===== config.mk =====
export PLATFORM = sky130hd
export DESIGN_NAME = uart_rx
export DESIGN_NICKNAME = d
export VERILOG_FILES = /design/src/rtl/uart_pkg.sv /design/src/rtl/sync_2ff.sv /design/src/rtl/uart_rx.sv
export SDC_FILE = /design/constraint.sdc
export NUM_CORES = 1
export LEC_CHECK = 0
export CAP_MARGIN = 30
export CORE_ASPECT_RATIO = 0.7
export CORE_MARGIN = 1
export CORE_UTILIZATION = 30
export DETAILED_ROUTE_END_ITERATION = 6
export REMOVE_ABC_BUFFERS = 1
export SLEW_MARGIN = 5
export SYNTH_ARGS = -nofsm -noshare
export SYNTH_HDL_FRONTEND = slang
export SYNTH_SLANG_ARGS = --single-unit

===== constraint.sdc =====
create_clock -name i_clk -period 1.8 [get_ports i_clk]
set_input_delay 0.45 -clock i_clk [delete_from_list [all_inputs] [get_ports i_clk]]
set_output_delay 0.45 -clock i_clk [all_outputs]
set_load 0.01 [all_outputs]

===== src/rtl/uart_pkg.sv =====
// ============================================================================
// uart_pkg : shared UART types and constants
// Rev 1.0  : initial release
// ============================================================================
`default_nettype none
`timescale 1ns/1ps

package uart_pkg;
    localparam int UART_DATA_LEN = 8;

    typedef enum logic [1:0] {
        IDLE  = 2'd0,
        START = 2'd1,
        DATA  = 2'd2,
        STOP  = 2'd3
    } rx_state_t;
endpackage

`default_nettype wire


===== src/rtl/sync_2ff.sv =====
// ============================================================================
// sync_2ff : two-flop synchroniser for asynchronous inputs
// Rev 1.0  : initial release
// ============================================================================
`default_nettype none
`timescale 1ns/1ps

module sync_2ff #(
    parameter int                WIDTH       = 1,
    parameter logic [WIDTH-1:0]  RESET_VALUE = '0
) (
    input  logic             i_clk,
    input  logic             i_rst_n,
    input  logic [WIDTH-1:0] async_in,
    output logic [WIDTH-1:0] sync_out
);
    logic [WIDTH-1:0] meta;

    always_ff @(posedge i_clk or negedge i_rst_n) begin
        if (!i_rst_n) begin
            meta     <= RESET_VALUE;
            sync_out <= RESET_VALUE;
        end else begin
            meta     <= async_in;
            sync_out <= meta;
        end
    end
endmodule

`default_nettype wire


===== src/rtl/uart_rx.sv =====
// ============================================================================
// uart_rx : 8N1 UART receiver, centre-sampled, single-cycle valid pulse
// Rev 1.0  : initial release
// ============================================================================
`default_nettype none
`timescale 1ns/1ps

module uart_rx
    import uart_pkg::*;
#(
    parameter int CLOCK_FREQUENCY = 12_000_000,
    parameter int BAUD_RATE       = 115200
) (
    input  logic                     i_clk,
    input  logic                     i_rst_n,
    input  logic                     i_uart_rx,
    output logic [UART_DATA_LEN-1:0] o_rx_data,
    output logic                     o_rx_valid,
    output logic                     o_rx_frame_err,
    output logic                     o_rx_busy
);
    localparam int CLOCKS_PER_BAUD = CLOCK_FREQUENCY / BAUD_RATE;
    localparam int HALF_BAUD       = CLOCKS_PER_BAUD / 2;
    localparam int CNT_W           = $clog2(CLOCKS_PER_BAUD) + 1;
    localparam int IDX_W           = $clog2(UART_DATA_LEN);

    rx_state_t                state;
    logic                     rx_s;
    logic                     rx_prev;
    logic [CNT_W-1:0]         bit_cnt;
    logic [CNT_W-1:0]         target;
    logic                     tick;
    logic [IDX_W-1:0]         bit_idx;
    logic [UART_DATA_LEN-1:0] shift;

    sync_2ff #(
        .WIDTH       (1),
        .RESET_VALUE (1'b1)
    ) u_sync (
        .i_clk    (i_clk),
        .i_rst_n  (i_rst_n),
        .async_in (i_uart_rx),
        .sync_out (rx_s)
    );

    always_ff @(posedge i_clk or negedge i_rst_n) begin
        if (!i_rst_n) rx_prev <= 1'b1;
        else          rx_prev <= rx_s;
    end

    // START waits half a bit to land on the start-bit centre; later bits wait a full bit
    always_comb begin
        target = CNT_W'(CLOCKS_PER_BAUD - 1);
        if (state == START) target = CNT_W'(HALF_BAUD - 1);
    end

    assign tick      = (bit_cnt == target);
    assign o_rx_busy = (state != IDLE);

    always_ff @(posedge i_clk or negedge i_rst_n) begin
        if (!i_rst_n) begin
            state          <= IDLE;
            bit_cnt        <= '0;
            bit_idx        <= '0;
            shift          <= '0;
            o_rx_data      <= '0;
            o_rx_valid     <= 1'b0;
            o_rx_frame_err <= 1'b0;
        end else begin
            o_rx_valid     <= 1'b0;
            o_rx_frame_err <= 1'b0;
            case (state)
                IDLE: begin
                    bit_cnt <= '0;
                    if (rx_prev && !rx_s) state <= START;
                end
                START: begin
                    if (tick) begin
                        bit_cnt <= '0;
                        bit_idx <= '0;
                        state   <= rx_s ? IDLE : DATA;
                    end else begin
                        bit_cnt <= bit_cnt + CNT_W'(1);
                    end
                end
                DATA: begin
                    if (tick) begin
                        bit_cnt <= '0;
                        shift   <= {rx_s, shift[UART_DATA_LEN-1:1]};
                        bit_idx <= bit_idx + IDX_W'(1);
                        if (bit_idx == IDX_W'(UART_DATA_LEN - 1)) state <= STOP;
                    end else begin
                        bit_cnt <= bit_cnt + CNT_W'(1);
                    end
                end
                STOP: begin
                    if (tick) begin
                        bit_cnt <= '0;
                        state   <= IDLE;
                        // Only the first stop bit is checked; further stop bits are idle time
                        if (rx_s) begin
                            o_rx_data  <= shift;
                            o_rx_valid <= 1'b1;
                        end else begin
                            o_rx_frame_err <= 1'b1;
                        end
                    end else begin
                        bit_cnt <= bit_cnt + CNT_W'(1);
                    end
                end
                default: state <= IDLE;
            endcase
        end
    end
endmodule

`default_nettype wire


Word level (Yosys, flattened, before mapping)

Cells that the tools add are included.
Widths: inputs -> output; s select.

Add/subtract/negate cells: 2
Eq/ne operators: 10
Muxes and demuxes: 19
Reductions and logical operators: 10

Operators by type and width:

| operator            | number |
|---|---|
| $pmux 8 s2          | 1 |
| $mux 2              | 6 |
| $ne 2x2->1 const B  | 5 |
| $add 8x1->8 const B | 1 |
| $eq 8x8->1          | 1 |
| $mux 8              | 1 |
| $pmux 2 s4          | 1 |
| $mux 7              | 1 |
| $mux 1              | 6 |
| $mux 3              | 2 |
| $pmux 3 s2          | 1 |
| $reduce_and 3->1    | 2 |
| $reduce_and 5->1    | 1 |
| $eq 2x2->1 const B  | 2 |
| $reduce_bool 2->1   | 2 |
| $add 3x1->3 const B | 1 |
| $eq 3x3->1 const B  | 1 |
| $reduce_or 3->1     | 1 |
| $eq 2x1->1 const B  | 1 |
| $logic_not 2->1     | 1 |
| $reduce_and 2->1    | 1 |
| $logic_and 1x1->1   | 1 |
| $logic_not 1->1     | 1 |

Bits in registers: 34
Output and inout port bits: 11
Word-level logic and storage cells: 51

Longest topological paths before layout

Gate-level depths: netlist of the first run.

Depth after elaboration: 5
Depth in mapped cells: 6
Gate-level depth less buffers: 5

Cells and area by module

Synthesis of the first run repeated with hierarchy kept, for this count alone.

Cells, all modules: 107
Area, all modules: 1448.9 µm²

By module, submodules not included:

| module   | instances | cells an instance | area an instance (µm²) |
|---|---|---|---|
| uart_rx  | 1         | 105               | 1396.3 |
| sync_2ff | 1         | 2                 | 52.6 |

Least setup slack after synthesis of the first run

No wires, ideal clock.

Path kind: reg-to-reg
Start point: register with a tool-made name
End point: register o_rx_data[0]
Setup time: 125 ps
Arrival time: 1796 ps
Required time: 1675 ps
Setup slack: -121 ps
Stages on the path, launching flop included: 6
Path buffers: 1
Path through: dfrtp_1 > and2b_1 > mux2i_2 > or4b_1 > buf_6 > mux2_4

RTL lines:

| item                 | RTL line       | text |
|---|---|---|
| to (signal assigned) | uart_rx.sv:102 | `o_rx_data <= shift;` |
| to (decl)            | uart_rx.sv:17  | `output logic [UART_DATA_LEN-1:0] o_rx_data,` |

Worst setup path in the final report of the first run

Start point: register bit_cnt[4]
End point: register o_rx_data[4]

Longest elaborated chain between the ends: 2

Ends and longest elaborated chain:

| item                       | RTL line       | text |
|---|---|---|
| from (decl)                | uart_rx.sv:30  | `logic [CNT_W-1:0] bit_cnt;` |
| from (signal assigned)     | uart_rx.sv:83  | `bit_cnt <= bit_cnt + CNT_W'(1);` |
| from (signal assigned)     | uart_rx.sv:93  | `bit_cnt <= bit_cnt + CNT_W'(1);` |
| from (signal assigned)     | uart_rx.sv:108 | `bit_cnt <= bit_cnt + CNT_W'(1);` |
| $eq 8x8->1                 | uart_rx.sv:57  | `assign tick = (bit_cnt == target);` |
| $reduce_and 3->1 (no line) | n/a            |  |

Every way passes these cells.
A chain may end at the register's enable or synchronous reset.

==> results of run 1 <==
## power by group
part,switching (mW),internal [mW]
clock,0.277,0.308
sequential,0.0650,0.867
combinational,0.320,0.355
## logic make-up after synthesis
family          Yosys count  synth area share, %
compound gates           11                 4.95
xor+xnor                  6                 3.59
fa+ha+maj                 3                 2.56
buf+inv                   4                 1.54
flops                    34                 58.3
mux                      18                 16.1
simple gates             35                 13.0
## through the flow
| step | setup slack (ps) | instance area, um^2 |
|---|---|---|
| after CTS | -34.4 | 1920 |
| after floorplan | -260 | 1450 |
| after detailed placement | -71.8 | 1800 |
| final | -18.8 | 1960 |
| after global routing | -78.4 | 1960 |
| after global placement | -54.0 | 1800 |
## cell type report
cell class / count / area (um^2)
Fill cell: 414 / 2550
Sequential cell: 34 / 855
Multi-Input combinational cell: 73 / 629
Timing Repair Buffer: 33 / 304
Clock buffer: 7 / 86.3
Tap cell: 55 / 68.8
Inverter: 2 / 7.51
Clock inverter: 1 / 5.00
## how the worst max path moves through the flow
| stage | from | to | slack, ps | cells after the start |
|---|---|---|---|---|
| floorplan | bit_cnt[0]$_DFF_PN0_ | o_rx_data[0]$_DFFE_PN0P_ | -260 | 4 |
| detailed placement | bit_cnt[2]$_DFF_PN0_ | o_rx_data[6]$_DFFE_PN0P_ | -70 | 5 |
| finish | bit_cnt[4]$_DFF_PN0_ | o_rx_data[4]$_DFFE_PN0P_ | -20 | 5 |
| global placement | bit_cnt[2]$_DFF_PN0_ | o_rx_data[4]$_DFFE_PN0P_ | -50 | 5 |
| CTS | bit_cnt[4]$_DFF_PN0_ | o_rx_data[4]$_DFFE_PN0P_ | -30 | 5 |
| global route | bit_cnt[6]$_DFF_PN0_ | o_rx_data[6]$_DFFE_PN0P_ | -80 | 5 |
## per-layer routing
layer	wire, um	up-vias	global-route usage (%)
met3	131	10	4.22
met2	1150	19	18.6
li1	-	462	-
met1	1270	465	15.1
met5	0	-	0
met4	77	0	7.62
## worst register-to-register path, cell delays in order, from the launching register on
cell	delay, ps
dfrtp_1	400
and3b_1	230
mux2i_2	80
or4b_4	540
buf_6	160
mux2_4	290
## sequential cells by signal, summed over array words and instances (netlist names), named ones only
register,cells
bit_cnt,8
bit_idx,3
o_rx_data,8
o_rx_frame_err,1
o_rx_valid,1
rx_prev,1
shift,8
state,1
u_sync.meta,1
u_sync.sync_out,1
## Yosys cell counts (2+ instances only)
cell	n	share of area, %
nor3_1	2	0.68
dfstp_2	3	5.4
mux2_4	8	8.2
dfrtp_1	31	53
o31ai_1	2	1.0
and3_1	2	0.85
o21ai_0	4	1.4
nand2_1	8	2.0
nor2_1	10	2.6
xor2_1	2	1.2
o211ai_1	3	1.5
ha_1	3	2.6
mux2_2	9	6.9
inv_1	2	0.51
nor3b_1	2	1.0
xnor2_1	4	2.4
nand3_1	2	0.68
## timing repair
action	CTS	global route
gates cloned	1	0
resized for setup	8	5
buffers inserted	0	1
pin swaps	1	2
setup endpoints to repair	9	17
==> run_results.csv, run 1 <==
group,metric,value,unit
floorplan,core_area,4500,um^2
setup_path,cp_top_family,"simple AND/OR/NAND/NOR gates",
floorplan,rows,20,
sta,layout_setup_ws,-18.8,ps
place,place.port_buffers,13,
cts,hold_buffers,0,
cts,clk_latency,290,ps
layout,final_cells,205,
global_routing,grt_max_degree,35,
layout,num_antenna_cells,0,
layout,final_cell_mix,"dfrtp_1, buf_4, clkdlybuf4s50_1",
floorplan,initial_core_util,32.5,%
detailed_routing,avgRoutedWirePerCell,12.8,um
global_routing,grt_pass1_vias,982,
sta,fin_crit_sh,101,%
detailed_routing,vias,956,
sta,drv_slew,0,
detailed_routing,vias_per_cell,4.66,
cts,root_buffer,"clkbuf_8",
setup_path,r2r_setup_slack,-20,ps
sta,fin_setup_tns,-78.4,ps
worst_hold_path,hp-start,"u_sync.meta$_DFF_PN1_",
cts,h-tree-depth,2,
place,gp_congestion,0.776,
setup_path,critical_path.max_fanout,5,
sta,worst_slew_pin_slew,234,ps
layout,final_nets,155,
global_routing,grt_pass1_wl,4.60,mm
setup_path,cp_slowest_cell,"or4b_4",
sta,setup_viol,5,
sta,fmax,550,MHz
detailed_routing,drtIter0Drc,49,
cts,numClockSinks,34,
pwr,p_total,2.19,mW
cts,clockBufferDepth,2,
pwr,p_leak,0.923,nW
global_routing,overflow,0,
sta,slew_headroom,84.4,%
setup_path,rr_endpoint,"o_rx_data[4]$_DFFE_PN0P_",
run_status,status,"finished, violations left",
setup_path,worstSetupEndpointType,"flop",
setup_path,cp.required,1970,ps
synthesis,ys_seq_elements,34,
synthesis,synth_warnings,0,
detailed_routing,routed_wl,2.63,mm
synthesis,synth_cell_type_count,31,
global_routing,track_usage,12.2,%
setup_path,cp-start-kind,"flop",
detailed_routing,drc,0,
pwr,power_density,1120,nW/um^2
synthesis,async_reset_ff_share,100,%
sta,final.setup_skew,5.64,ps
layout,areaGrowthSynthToFinish,33.5,%
pwr,peakVddDrop,610,uV
worst_hold_path,hold_end,"u_sync.sync_out$_DFF_PN1_",
layout,utilization,43.4,%
detailed_routing,antenna_left,0,
sta,rsz0062_at_grt,"yes",
floorplan,die_h,60.5,um
synthesis,synthCells,111,
flow_run,cap_violations,0,
setup_path,cp_num_buf_inv,1,
cts,clk_pin_slew,70,ps
setup_path,slowest_delay,540,ps
place,dp_hpwl,1.78,mm
synthesis,synth_ff_type,"dfrtp_1",
setup_path,crit_chain,"and3b_1 -> mux2i_2 -> or4b_4 -> buf_6 -> mux2_4",
global_routing,antenna_found_initial,0,
worst_hold_path,worstHoldPathCells,0,
run_status,violations,"negative setup slack",
floorplan,die_x,85.5,um
floorplan,dieArea,5170,um^2
cts,cts_buffers,5,
synthesis,synth-edff-count,0,
sta,min_period,1820,ps
setup_path,cp.arrival,1990,ps
floorplan,io-pin-count,14,
layout,layout_commonest_cell,"dfrtp_1",
setup_path,path_class,"flop to flop",
synthesis,yosysSeqAreaShare,58.3,%
sta,fin_hold_ws,357,ps
place,dp_cells,195,
detailed_routing,dr.pass1.iters,4,
synthesis,syn_area_per_cell,13.2,um^2
sta,hold_viol,0,
layout,drive_above_1_share,37.3,%
cts,tritoncts,"built",
worst_hold_path,hold_class,"flop to flop",
setup_path,reg2regPathDepth,5,
synthesis,netlist_area,1470,um^2
setup_path,r2r_start,"bit_cnt[4]$_DFF_PN0_",
Power figures use the tool's default switching activity.
==> inputs of run 2 (changes only) <==
CORE_ASPECT_RATIO = 1.1   (was 0.7)
==> run_results.csv, run 2 (synthesized netlist as in run 1, its figures left out) <==
group,metric,value,unit
run_status,status,"finished, violations left",
run_status,violations,"negative setup slack",
layout,multi_input_comb_area,669,um^2
global_routing,track_usage,14.3,%
detailed_routing,routed_wl,2.90,mm
cts,clk_latency,290,ps
global_routing,grt_pass1_wl,5.18,mm
setup_path,cp.required,1970,ps
sta,min_period,1830,ps
pwr,peakVddDrop,551,uV
sta,layout_setup_ws,-28.9,ps
pwr,p_sw,658,uW
place,pre_cts_slack,-121,ps
setup_path,cp_top_family,"simple AND/OR/NAND/NOR gates",
global_routing,grt_max_degree,35,
floorplan,initial_core_util,31.3,%
place,place.port_buffers,13,
cts,cts_buffers,5,
sta,fmax,547,MHz
floorplan,dieArea,5170,um^2
cts,tritoncts,"built",
detailed_routing,dr.pass1.iters,3,
layout,drive_above_1_share,36.3,%
cts,h-tree-depth,2,
worst_hold_path,hold_class,"flop to flop",
pwr,p_seq_share,41.9,%
layout,final_cell_mix,"dfrtp_1, mux2_4, buf_4",
floorplan,core_area,4680,um^2
pwr,p_comb_share,29.1,%
setup_path,cp_slowest_cell,"or4b_4",
setup_path,worstSetupEndpointType,"flop",
layout,top_regs,"bit_cnt (8), o_rx_data (8), shift (8)",
cts,hold_buffers,0,
floorplan,io-pin-count,14,
layout,final_nets,151,
layout,register_area,855,um^2
detailed_routing,vias,940,
setup_path,path_class,"flop to flop",
setup_path,cp.arrival,2000,ps
sta,final.setup_skew,9.96,ps
sta,hold_viol,0,
setup_path,slowest_delay,540,ps
global_routing,grt_pass1_vias,1051,
floorplan,die_h,75.3,um
setup_path,cp-start-kind,"flop",
place,gp_congestion,0.706,
pwr,swShare,29.1,%
pwr,pwr-share-clk,29.0,%
pwr,p_total,2.26,mW
sta,rsz0062_at_grt,"yes",
detailed_routing,vias_per_cell,4.65,
detailed_routing,drc,0,
pwr,power_density,1150,nW/um^2
pwr,p_int,1.60,mW
setup_path,critical_path.max_fanout,5,
cts,clk_pin_slew,70,ps
layout,fillCellCount,453,
sta,slew_headroom,72.6,%
flow_run,cap_violations,0,
place,dp_hpwl,1.96,mm
detailed_routing,antenna_left,0,
pwr,p_leak,0.917,nW
layout,layout_commonest_cell,"dfrtp_1",
cts,root_buffer,"clkbuf_8",
layout,num_antenna_cells,0,
sta,worst_slew_pin_slew,411,ps
global_routing,antenna_found_initial,0,
global_routing,overflow,0,
cts,clockBufferDepth,2,
setup_path,cp_num_buf_inv,1,
sta,setup_viol,8,
sta,fin_crit_sh,102,%
detailed_routing,drtIter0Drc,20,
layout,areaGrowthSynthToFinish,34.7,%
setup_path,crit_chain,"and2b_1 -> mux2i_2 -> or4b_4 -> buf_6 -> mux2_4",
sta,drv_slew,0,
floorplan,rows,26,
floorplan,die_x,68.6,um
cts,numClockSinks,34,
detailed_routing,avgRoutedWirePerCell,14.3,um
-- run 2: changes by cell type in the layout (fill, tap and decap cells not counted), sizes merged --
cell	delta
clkbuf	+1
buf	-4
clkinv	-1
-- run 2: layer usage --
metal	routed length, um	track usage (%)	part of all wire, %
met5	0	0	0
met2	1460	23.5	50
met4	68	6.94	2.3
met1	1280	17.2	44
met3	87	3.74	3.0
-- run 2: final cells by class --
| class | count | area share [%] |
|---|---|---|
| multi-input combinational | 73 | 33.9 |
| inverter | 2 | 0.380 |
| timing repair buffer | 29 | 13.3 |
| sequential | 34 | 43.3 |
| tap | 56 | 3.55 |
| clock buffer | 8 | 5.58 |
-- run 2: timing repair --
action                                 4_1_cts  5_1_grt
pin swaps                                    4        3
cloned                                       1        0
endpoints found under the hold margin        0        0
setup buffers                                2        0
setup endpoints to repair                    9       18
resized for setup                           19        4
-- run 2: path summary, 6_finish.rpt --
check                                            from                        end  slack [ps]  cells after the start
worst max-delay path             state[0]$_DFFE_PN0P_   o_rx_data[0]$_DFFE_PN0P_         -30                      5
worst min-delay path            u_sync.meta$_DFF_PN1_  u_sync.sync_out$_DFF_PN1_         360                      0
worst max register to register   state[0]$_DFFE_PN0P_   o_rx_data[0]$_DFFE_PN0P_         -30                      5
worst min register to register  u_sync.meta$_DFF_PN1_  u_sync.sync_out$_DFF_PN1_         360                      0
max in group asynchronous                     i_rst_n          rx_prev$_DFF_PN1_         900                      2
min in group asynchronous                     i_rst_n       shift[2]$_DFFE_PN0P_         560                      2
-- run 2: metrics by stage --
stage | instances | hold slack [ps] | util (%) | TNS [ps] | cell area (um^2)
6_report | 202 | 361 | 42.1 | -164 | 1970
5_1_grt | 202 | 364 | 42.1 | -665 | 1970
4_1_cts | 203 | 362 | 41.6 | -419 | 1950
3_5_place_dp | 193 | 349 | 37.6 | -915 | 1760
3_3_place_gp | 193 | 350 | 37.6 | -589 | 1760
2_1_floorplan | 109 | 154 | - | -2080 | 1450
-- run 2: power groups by stage --
stage | Combinational [mW] | Clock, mW | Sequential [mW]
2_1_floorplan | 0.299 | 0 | 0.963
3_3_place_gp | 0.597 | 0 | 0.931
3_5_place_dp | 0.601 | 0 | 0.943
4_1_cts | 0.652 | 0.680 | 0.933
5_1_grt | 0.742 | 0.703 | 0.960
6_report | 0.658 | 0.656 | 0.947
